===== src/rtl/shop_pkg.sv =====
// Shared ASCII bounds and FSM state encoding for the Caesar-shift decoder path.
package shop_pkg;

    localparam logic [7:0] UC_A      = 8'h41;
    localparam logic [7:0] UC_Z      = 8'h5A;
    localparam logic [7:0] LC_A      = 8'h61;
    localparam logic [7:0] LC_Z      = 8'h7A;
    localparam int         ALPHA_LEN = 26;

    typedef enum logic [1:0] {
        ST_IDLE   = 2'd0,
        ST_DECODE = 2'd1,
        ST_DONE   = 2'd2
    } state_t;

endpackage


===== src/rtl/shop_char_dec_v.sv =====
// Purpose: undo a +k Caesar shift on one ASCII byte; non-letters pass through.
// Latency: purely combinational.
// Backpressure: none, no handshake.
module shop_char_dec_v
    import shop_pkg::*;
#(
    parameter int KEY_W = 3
) (
    input  logic [7:0]       ch,
    input  logic [KEY_W-1:0] k,
    output logic [7:0]       dec
);

    logic       is_uc;
    logic       is_lc;
    logic [7:0] base;
    logic [5:0] off;
    logic [5:0] kk;
    logic [5:0] off_dec;

    always_comb begin
        is_uc = (ch >= UC_A) && (ch <= UC_Z);
        is_lc = (ch >= LC_A) && (ch <= LC_Z);
        base  = is_uc ? UC_A : LC_A;
        off   = 6'(ch - base);
        kk    = 6'(k);
        // Offset stays within 0..25, so a single +26 restores the wrap.
        if (off < kk) begin
            off_dec = off + 6'(ALPHA_LEN) - kk;
        end else begin
            off_dec = off - kk;
        end
        dec = (is_uc || is_lc) ? (base + {2'b00, off_dec}) : ch;
    end

endmodule


===== src/rtl/shop_dec_v.sv =====
// Purpose: receiver-side Caesar decoder, one character per clock, leftmost first.
// Latency: o_valid high CHARS edges after accept; one word per CHARS+2 cycles.
// Backpressure: result held in DONE until i_ready; o_ready low outside IDLE.
module shop_dec_v
    import shop_pkg::*;
#(
    parameter int CHARS = 3,
    parameter int KEY_W = 3
) (
    input  logic               i_clk,
    input  logic               i_rst,
    input  logic               i_valid,
    output logic               o_ready,
    input  logic               a,
    input  logic               b,
    input  logic               c,
    input  logic [8*CHARS-1:0] i_code,
    output logic               o_valid,
    input  logic               i_ready,
    output logic [8*CHARS-1:0] o_f,
    output logic               o_busy
);

    localparam int W     = 8 * CHARS;
    localparam int IDX_W = (CHARS > 1) ? $clog2(CHARS) : 1;
    localparam logic [IDX_W-1:0] IDX_LAST = IDX_W'(CHARS - 1);

    state_t           state;
    state_t           state_nxt;
    logic [W-1:0]     work;
    logic [W-1:0]     work_nxt;
    logic [W-1:0]     f_reg;
    logic [KEY_W-1:0] key;
    logic [IDX_W-1:0] idx;
    logic [7:0]       cur_ch;
    logic [7:0]       dec_ch;

    always_comb begin
        cur_ch = '0;
        for (int i = 0; i < CHARS; i++) begin
            if (idx == IDX_W'(i)) begin
                cur_ch = work[W-1-8*i -: 8];
            end
        end
    end

    shop_char_dec_v #(.KEY_W(KEY_W)) u_char_dec (
        .ch  (cur_ch),
        .k   (key),
        .dec (dec_ch)
    );

    always_comb begin
        work_nxt = work;
        for (int i = 0; i < CHARS; i++) begin
            if (idx == IDX_W'(i)) begin
                work_nxt[W-1-8*i -: 8] = dec_ch;
            end
        end
    end

    always_ff @(posedge i_clk or posedge i_rst) begin
        if (i_rst) begin
            state <= ST_IDLE;
        end else begin
            state <= state_nxt;
        end
    end

    always_comb begin
        state_nxt = state;
        case (state)
            ST_IDLE:   if (i_valid)         state_nxt = ST_DECODE;
            ST_DECODE: if (idx == IDX_LAST) state_nxt = ST_DONE;
            ST_DONE:   if (i_ready)         state_nxt = ST_IDLE;
            default:                        state_nxt = ST_IDLE;
        endcase
    end

    // Key is captured only at acceptance so source-side key changes cannot corrupt a word in flight.
    always_ff @(posedge i_clk or posedge i_rst) begin
        if (i_rst) begin
            work  <= '0;
            key   <= '0;
            idx   <= '0;
            f_reg <= '0;
        end else begin
            case (state)
                ST_IDLE: begin
                    if (i_valid) begin
                        work <= i_code;
                        key  <= KEY_W'({a, b, c});
                        idx  <= '0;
                    end
                end
                ST_DECODE: begin
                    work <= work_nxt;
                    idx  <= idx + 1'b1;
                    if (idx == IDX_LAST) begin
                        f_reg <= work_nxt;
                    end
                end
                default: begin
                end
            endcase
        end
    end

    assign o_ready = (state == ST_IDLE);
    assign o_busy  = (state == ST_DECODE);
    assign o_valid = (state == ST_DONE);
    assign o_f     = f_reg;

endmodule


===== config.mk =====
export PLATFORM = sky130hd
export DESIGN_NAME = shop_dec_v
export DESIGN_NICKNAME = d
export VERILOG_FILES = /design/src/rtl/shop_pkg.sv /design/src/rtl/shop_char_dec_v.sv /design/src/rtl/shop_dec_v.sv
export SDC_FILE = /design/constraint.sdc
export NUM_CORES = 1
export LEC_CHECK = 0
export ABC_AREA = 0
export CAP_MARGIN = 20
export CORE_ASPECT_RATIO = 0.8
export CORE_MARGIN = 1.5
export CORE_UTILIZATION = 48
export CTS_CLUSTER_SIZE = 12
export DETAILED_ROUTE_END_ITERATION = 8
export GPL_TIMING_DRIVEN = 0
export HOLD_SLACK_MARGIN = 0.12
export MAX_ROUTING_LAYER = met4
export PLACE_DENSITY_LB_ADDON = 0.08
export SLEW_MARGIN = 10
export SYNTH_ARGS = -nofsm -noshare
export SYNTH_HDL_FRONTEND = slang
export SYNTH_SLANG_ARGS = --single-unit

===== constraint.sdc =====
create_clock -name i_clk -period 3.85 [get_ports i_clk]
set_clock_uncertainty 0.1 [all_clocks]
set_input_delay 0.77 -clock i_clk [delete_from_list [all_inputs] [get_ports i_clk]]
set_output_delay 0.77 -clock i_clk [all_outputs]
set_load 0.02 [all_outputs]

==> results of run 1 <==
==> worst max-delay path by stage <==
| stage | from | to | slack, ns |
|---|---|---|---|
| 2_1_floorplan | idx[0]$_DFFE_PP0P_ | work[6]$_DFFE_PP0P_ | -0.09 |
| 3_3_place_gp | idx[0]$_DFFE_PP0P_ | work[10]$_DFFE_PP0P_ | -0.64 |
| 3_5_place_dp | idx[0]$_DFFE_PP0P_ | work[10]$_DFFE_PP0P_ | -0.71 |
| 4_1_cts | idx[1]$_DFFE_PP0P_ | o_f[20]$_DFFE_PP0P_ | -0.23 |
| 5_1_grt | idx[0]$_DFFE_PP0P_ | work[11]$_DFFE_PP0P_ | -0.56 |
| 6_report | idx[1]$_DFFE_PP0P_ | work[4]$_DFFE_PP0P_ | -0.42 |
==> cells by family after synthesis <==
| kind of cell | count (synthesis) |
|---|---|
| compound gates | 138 |
| xor+xnor | 11 |
| fa+ha+maj | 15 |
| buf+inv | 43 |
| flops | 55 |
| mux | 12 |
| simple gates | 110 |
==> synthesized netlist by cell type, types with 9 or more instances <==
cell      count  share of area (%)
dfrtp_1      55                 40
nand2_1      41                4.5
o21ai_0      33                4.8
a21oi_1      32                4.7
nor2_1       26                2.8
inv_1        18                2.0
clkbuf_1     16                1.8
ha_1         13                4.7
a22oi_1      12                2.6
o22ai_1      12                2.2
a31oi_1       9                1.6
mux2i_1       9                2.6
o31ai_1       9                2.0
xnor2_1       9                2.3
==> stage by stage <==
stage | hold WS, ns | worst slack (ns) | cell area (µm²) | util, % | cells
after floorplan | 0.352 | -0.0863 | 3590 | - | 384
after global placement | 0.370 | -0.638 | 4270 | 61.9 | 528
after detailed placement | 0.375 | -0.712 | 4290 | 62.2 | 529
after CTS | 0.400 | -0.234 | 5010 | 72.7 | 573
after global routing | 0.430 | -0.556 | 5180 | 75.1 | 581
final | 0.385 | -0.420 | 5180 | 75.1 | 581
==> cell type report <==
| type | instances | area share (%) |
|---|---|---|
| Timing Repair Buffer | 103 | 18.9 |
| Clock inverter | 2 | 0.242 |
| Multi-Input combinational cell | 286 | 46.9 |
| Inverter | 20 | 1.45 |
| Tap cell | 87 | 2.10 |
| Sequential cell | 55 | 26.6 |
| Buffer | 22 | 2.37 |
| Clock buffer | 6 | 1.40 |
==> flip-flops by register name, summed over array words and instances (netlist names) <==
name,flops
state,2
idx,2
key,3
work,24
o_f,24
==> cells in the final DEF (no fill, tap or decap), drive strengths merged, types with 4 or more instances in the layout <==
cell type,instances
a22oi,12
o22ai,12
clkdlybuf4s50,57
nand3,4
dfrtp,55
xnor2,9
nand3b,7
a21oi,33
nor3b,8
nor3,4
ha,13
inv,20
mux2i,9
a2bb2oi,4
a31oi,9
nand2b,8
o21ai,38
o31ai,9
nor2,26
clkbuf,22
nand2,41
buf,52
o211ai,5
==> tightest hold or removal path: stages (launching register included) <==
cell and delay, ns:
dfrtp_1 0.35, nand2_1 0.06, o21ai_2 0.05
==> repair_timing <==
item | 4_1_cts | 5_1_grt
pin swaps | 43 | 8
setup endpoints to repair | 42 | 48
resized for setup | 67 | 26
buffers inserted | 37 | 9
cloned | 1 | 0
==> layer usage <==
metal / up-vias / global-route usage (%) / share of wire [%]
li1: 1613 / - / -
met2: 246 / 47.6 / 45
met3: 41 / 8.73 / 10
met1: 1761 / 43.4 / 42
met5: - / - / 0
met4: 0 / 9.71 / 3.0
==> flow_results.org, run 1 <==
** Synth
- The synthesized netlist devotes 26.0% of its cell area to compound gates.
- Post-synthesis share of cell area spent on xor and xnor gates :: 3.21%
- Sequential fraction of the synthesis area :: 40.2%
- In the synthesized netlist, mux cells make up 3.61% of the area.
- Count of flip-flops with a built-in enable after synthesis :: 0
- Adder-cell share of the synthesized area :: 5.91%
- After synthesis, the largest family of logic cells by area is compound AO/OA/AOI/OAI gates.
- The synthesized design contains 55 register bits.
- The netlist uses 53 different library cells.
- After technology mapping, the gate count stands at 384.
- After synthesis the cells add up to 3430 µm².
- For this run, the number of Yosys warnings is 0.
- For this run, the leading register cell type out of synthesis is dfrtp_1.
- Simple-gate portion of the synthesized area :: 16.2%
- Averaged over all synthesized cells, the footprint is 8.92 µm².
- When the netlist entered floorplanning its net count stood at 430.
- For this run, asynchronously set or reset flops after synthesis account for 100%.

** Hold path
- Tightest Hold Check Type :: reg -> reg
- The worst hold path was traced through 2 stages.
- For hold timing, the worst endpoint is o_f[6]$_DFFE_PP0P_.
- The startpoint identified for the worst hold timing path is o_f[6]$_DFFE_PP0P_.

** CTS
- Clock latency on the worst-skew pair, taken at its later pin, is 0.31 ns.
- TritonCTS built the clock tree.
- CTS H-tree lvls :: 2
- For this design, the sink count on the clock tree is 55.
- Clk Tree Root Cell :: clkbuf_8
- After clock tree synthesis, the flow added hold-fix buffers numbering 0.
- Clk buf depth :: 2
- Clock-pin slew reported for the worst setup and hold paths after clock tree synthesis :: 0.10 ns
- Number of buffers created by CTS :: 5

** Critical path
- Worst path arrival time :: 4.34 ns
- Buf/Inv on CP :: 5
- Peak per-stage delay on the critical path :: 0.42 ns
- For the worst setup path, the data required time is 3.92 ns.
- CP Depth :: 22
- Endpoint of the lowest-slack register-to-register path :: work[4]$_DFFE_PP0P_
- In this run the register-to-register setup slack is -0.42 ns.
- Worst R2R Path Depth :: 22
- Type of the worst setup path :: reg -> reg
- In this design, the largest share of critical-path delay is due to compound AO/OA/AOI/OAI gates.
- The worst setup path is captured at a flop.
- Sequence of cells on the critical path :: inv_2 > ha_4 > buf_6 > nand3b_1 > a2bb2oi_2 > buf_6 > xnor2_4 > inv_2 > fa_2 > nand2b_4 > and2_4 > o311ai_4 > o221ai_2 > nor3b_4 > buf_6 > xnor2_4 > ha_4 > nand3_4 > mux2i_4 > xnor2_2 > o21ai_2 > a21oi_1
- R2R Path Start :: idx[1]$_DFFE_PP0P_
- Top fanout value on the critical path :: 6
- Crit path top cell by count :: buf_6
- Critical path startpoint category :: flop
- Critical-path cell with the highest stage delay :: dfrtp_1

** Global route
- Global routing used 32.2% of the available tracks.
- Entering global routing, the biggest net connects 39 pins.
- The via count of the first global-routing pass is 3,591.
- Initial antenna violation count :: 0
- After global routing the overflow that remains totals 0.
- First-pass GRT wire length :: 18,900 µm

** Floorplanning
- For this configuration, the core starts out at a cell density of 49.7%.
- Area of the die :: 7660 µm²
- Io pins :: 58
- In this run the vertical extent of the chip is 78.6 µm.
- In this run the core area contains 27 standard-cell rows.
- The die is 97.5 µm wide.
- The total area inside the core boundary comes to 6890 µm².

** Routing
- In this run the remaining antenna-violating nets after routing total 0.
- DRC violations left :: 0
- Dividing the detail-routed via count by the number of cells gives 6.30.
- In the final routed layout, each cell accounts on average for 21.0 µm.
- Initial detailed-routing violation count :: 423
- For this block, the routed nets add up to 12,200 µm of wire.
- Total vias in the final route :: 3,661
- The first detailed-routing pass ran for 6 iterations.

** Place
- Port buffering added 57 buffers.
- After legalization and detailed placement, the total HPWL measured 7480 µm.
- At the end of routability-driven placement, the weighted congestion stood at 0.950.

** STA
- Setup repair after global routing could not meet its margin everywhere.
- Shortest clock period the worst path allows after layout :: 4.27 ns
- Count of endpoints failing hold in the final timing report :: 0
- Setup-failing EPs final :: 42
- Total Negative Setup Slacks :: -12.87 ns
- Maximum achievable frequency :: 0.234 GHz
- The max-slew violation count was 0.
- Final worst-path cycle share :: 111%
- Final setup margin :: -0.420 ns
- The worst pin sits at a relative slew slack of 45.0%.
- Slew at the pin with the worst max-slew slack :: 0.822 ns

** Layout
- In the final layout, the multi-input gates occupy 2430 µm².
- The number of antenna diodes in the final layout is 0.
- Flip-flop and latch area :: 1380 µm²
- Compared with the post-synthesis result, the final layout area differs by 51.0%.
- The final layout contains 539 nets.
- In the final layout, the share of cells above drive strength 1 is 28.5%.
- After filler insertion, the fill cell instance count of the layout stands at 482.

** Outcome
- Failing checks :: negative setup slack
- Run status :: finished, violations left

** Job
- The tool flagged a number of max-cap violations equal to 0.
Power of run 1 is left out: the tool's default activity adds up to more than one toggle a clock period on the data nets, which glitch-free logic cannot reach.
==> run 2, diff against run 1 <==
--- a/config.mk
+++ b/config.mk
@@ -16,6 +16,7 @@
 export HOLD_SLACK_MARGIN = 0.12
 export MAX_ROUTING_LAYER = met4
 export PLACE_DENSITY_LB_ADDON = 0.08
+export RECOVER_POWER = 100
 export SLEW_MARGIN = 10
 export SYNTH_ARGS = -nofsm -noshare
 export SYNTH_HDL_FRONTEND = slang
==> run 2 against run 1 <==
  * The flow finishes with violations (max-capacitance violations, max-slew violations, negative setup slack)
  * Setup slack gained 0.0057 ns
  * Fmax grew 0.13%
  * Worst hold slack lost 0.0043 ns
  * Core utilization shrank 0.25 points
  * Cell count is the same
  * Register-to-register slack is essentially flat
  * Flip-flop and latch count is the same
  * Die area is the same
  * Critical endpoint unchanged
  * Largest cell class unchanged
  * Highest routed layer unchanged
==> flow_results.org, run 2 (synthesis gave the netlist of run 1 again) <==
** Floorplanning
- The core region is 6890 µm².
- DIE WIDTH :: 97.5 µm
- Io pins :: 58
- Core Rows :: 27
- From bottom edge to top edge, the die measures 78.6 µm.
- Initial core utilization :: 49.7%
- The die covers 7660 µm².

** Critical path
- Walking the worst path, the cells encountered are inv_2 > ha_4 > buf_6 > nand3b_1 > a2bb2oi_2 > buf_6 > xnor2_4 > inv_2 > fa_2 > nand2b_4 > and2_4 > o311ai_4 > o221ai_2 > nor3b_4 > buf_6 > xnor2_4 > ha_4 > nand3_4 > mux2i_4 > xnor2_2 > o21ai_2 > a21oi_1.
- The worst setup path is captured at a flop.
- In this design, the largest share of critical-path delay is due to compound AO/OA/AOI/OAI gates.
- STA classifies the critical path startpoint as a flop.
- The slowest stage of the critical path is the dfrtp_1 cell.
- Worst path arrival time :: 4.34 ns
- The setup path with the least slack is of type reg -> reg.
- On the worst path, the slowest cell contributes a delay of 0.42 ns.
- At the worst endpoint, the required time is 3.92 ns.
- Top fanout value on the critical path :: 6
- Crit path top cell by count :: buf_6
- Counting both buffers and inverters, the worst setup path holds a total of 5.

** Layout
- In the final design database the tool counted 539 nets.
- For this run, the share of the core covered by cells in the final layout is 74.9%.
- Fill cells in the final layout number 487.
- Leaving out fill and tap cells, the most frequent cell in the layout is dfrtp_1.
- Flip-flop and latch area :: 1380 µm²
- The repair_antennas step left the layout with diodes totalling 0.
- After routing the design area is 5160 µm².
- Layout-stage area growth over the synthesis result :: 50.5%
- Share of cells above drive strength 1 :: 27.7%
- Leading cell types in the layout, fill and taps excluded :: dfrtp_1, nand2_1, buf_4, dlygate4sd3_1, clkdlybuf4s50_1
- Multi-input gate area :: 2420 µm²

** STA
- Count of endpoints failing hold in the final timing report :: 0
- In the finished design, the share of the clock period the worst path needs comes to 111%.
- Relative slew margins :: -14.7%
- Final setup margin :: -0.415 ns
- Setup-failing EPs final :: 44
- Final Max Tran Viols :: 39
- Shortest clock period the worst path allows after layout :: 4.26 ns
- Maximum achievable frequency :: 0.234 GHz
- Slew at the pin with the worst max-slew slack :: 1.72 ns
- Setup repair after global routing could not meet its margin everywhere.

** CTS
- Clk Tree Root Cell :: clkbuf_8
- Clock tree sinks :: 55
- Insertion delay to the later sink of the worst-skew pair :: 0.31 ns
- Clock-pin slew reported for the worst setup and hold paths after clock tree synthesis :: 0.10 ns
- TritonCTS clock tree :: done
- Number of buffers created by CTS :: 5
- CTS H-tree lvls :: 2
- No sink is reached through more buffers than the 2 on the longest clock path.

** Place
- HPWL after DPL :: 7480 µm
- Final weighted congestion in routability-driven placement :: 0.950
- Area of placed instances :: 4290 µm²
- Number of buffer cells added on primary ports :: 57

** Global route
- Global-route usage over all layers :: 32.2%
- Total grt overflow :: 0
- Number of global-route vias before repair :: 3,591
- The initial antenna violation count came to 0.
- The first global-routing pass estimated 18,900 µm of wire.
- Largest net degree at the start of global routing :: 39

** Job
- Max-cap violations in this run came to 1.

** Outcome
- Run status :: finished, violations left
- The final reports fail on max-capacitance violations, max-slew violations, negative setup slack.

** Routing
- After detailed routing, the number of remaining DRC violations is 0.
- Initial detailed-routing violation count :: 424
- Using the TritonRoute via totals, the vias-per-cell ratio works out to 6.29.
- Remaining antenna violation count after routing :: 0
- The detailed router placed 3,656 vias in this run.
- In the final routed layout, each cell accounts on average for 21.0 µm.
- Final WL :: 12,200 µm
- Pre-Repair DR Iteration Count :: 5

** Hold path
- Tightest Hold Check Type :: reg -> reg
[run 2: cell type report]
cell class                 count  area share (%)
clock inverter                 2           0.243
timing repair buffer         103            18.7
clock buffer                   6            1.41
tap                           87            2.11
multi-input combinational    286            47.0
buffer                        22            2.38
inverter                      20            1.46
sequential                    55            26.7
[run 2: final timing paths]
path	startpoint	endpoint	slack [ns]	cells after the start
setup / recovery	idx[1]$_DFFE_PP0P_	work[4]$_DFFE_PP0P_	-0.41	22
hold / removal	o_f[6]$_DFFE_PP0P_	o_f[6]$_DFFE_PP0P_	0.38	2
setup reg to reg	idx[1]$_DFFE_PP0P_	work[4]$_DFFE_PP0P_	-0.41	22
hold reg to reg	o_f[6]$_DFFE_PP0P_	o_f[6]$_DFFE_PP0P_	0.38	2
max in group asynchronous	i_rst	work[6]$_DFFE_PP0P_	0.63	3
min in group asynchronous	i_rst	idx[1]$_DFFE_PP0P_	0.87	2
[run 2: layer usage]
layer	vias to the layer above	part of all wire, %	global-route usage [%]
met4	0	3.1	9.71
met2	248	45	47.6
met5	-	0	-
met3	42	9.5	8.73
met1	1753	43	43.4
li1	1613	-	-
[run 2: through the flow]
| step | hold WS, ns | TNS, ns | setup slack, ns | cells |
|---|---|---|---|---|
| after floorplan | 0.352 | -0.466 | -0.0863 | 384 |
| after global placement | 0.370 | -19.10 | -0.638 | 528 |
| after detailed placement | 0.375 | -22.26 | -0.712 | 529 |
| after CTS | 0.400 | -5.27 | -0.234 | 573 |
| after global routing | 0.424 | -19.03 | -0.556 | 581 |
| final | 0.381 | -12.84 | -0.415 | 581 |
[run 2: worst register-to-register path, cell delays in order (launching register included)]
cell and delay, ns:
dfrtp_1 0.42, inv_2 0.08, ha_4 0.17, buf_6 0.13, nand3b_1 0.17, a2bb2oi_2 0.22, buf_6 0.20, xnor2_4 0.14
inv_2 0.06, fa_2 0.37, nand2b_4 0.18, and2_4 0.17, o311ai_4 0.09, o221ai_2 0.17, nor3b_4 0.19, buf_6 0.16
xnor2_4 0.14, ha_4 0.21, nand3_4 0.09, mux2i_4 0.20, xnor2_2 0.11, o21ai_2 0.25, a21oi_1 0.10
[run 2: repair_timing]
item | in CTS | in global routing
hold buffers | 0 | 0
gates cloned | 1 | 0
hold endpoints to repair | 0 | 0
buffers inserted | 37 | 9
resized for setup | 67 | 26
endpoints found under the setup margin | 42 | 48
pin swaps | 43 | 8
Power of run 2 is left out for the same reason.
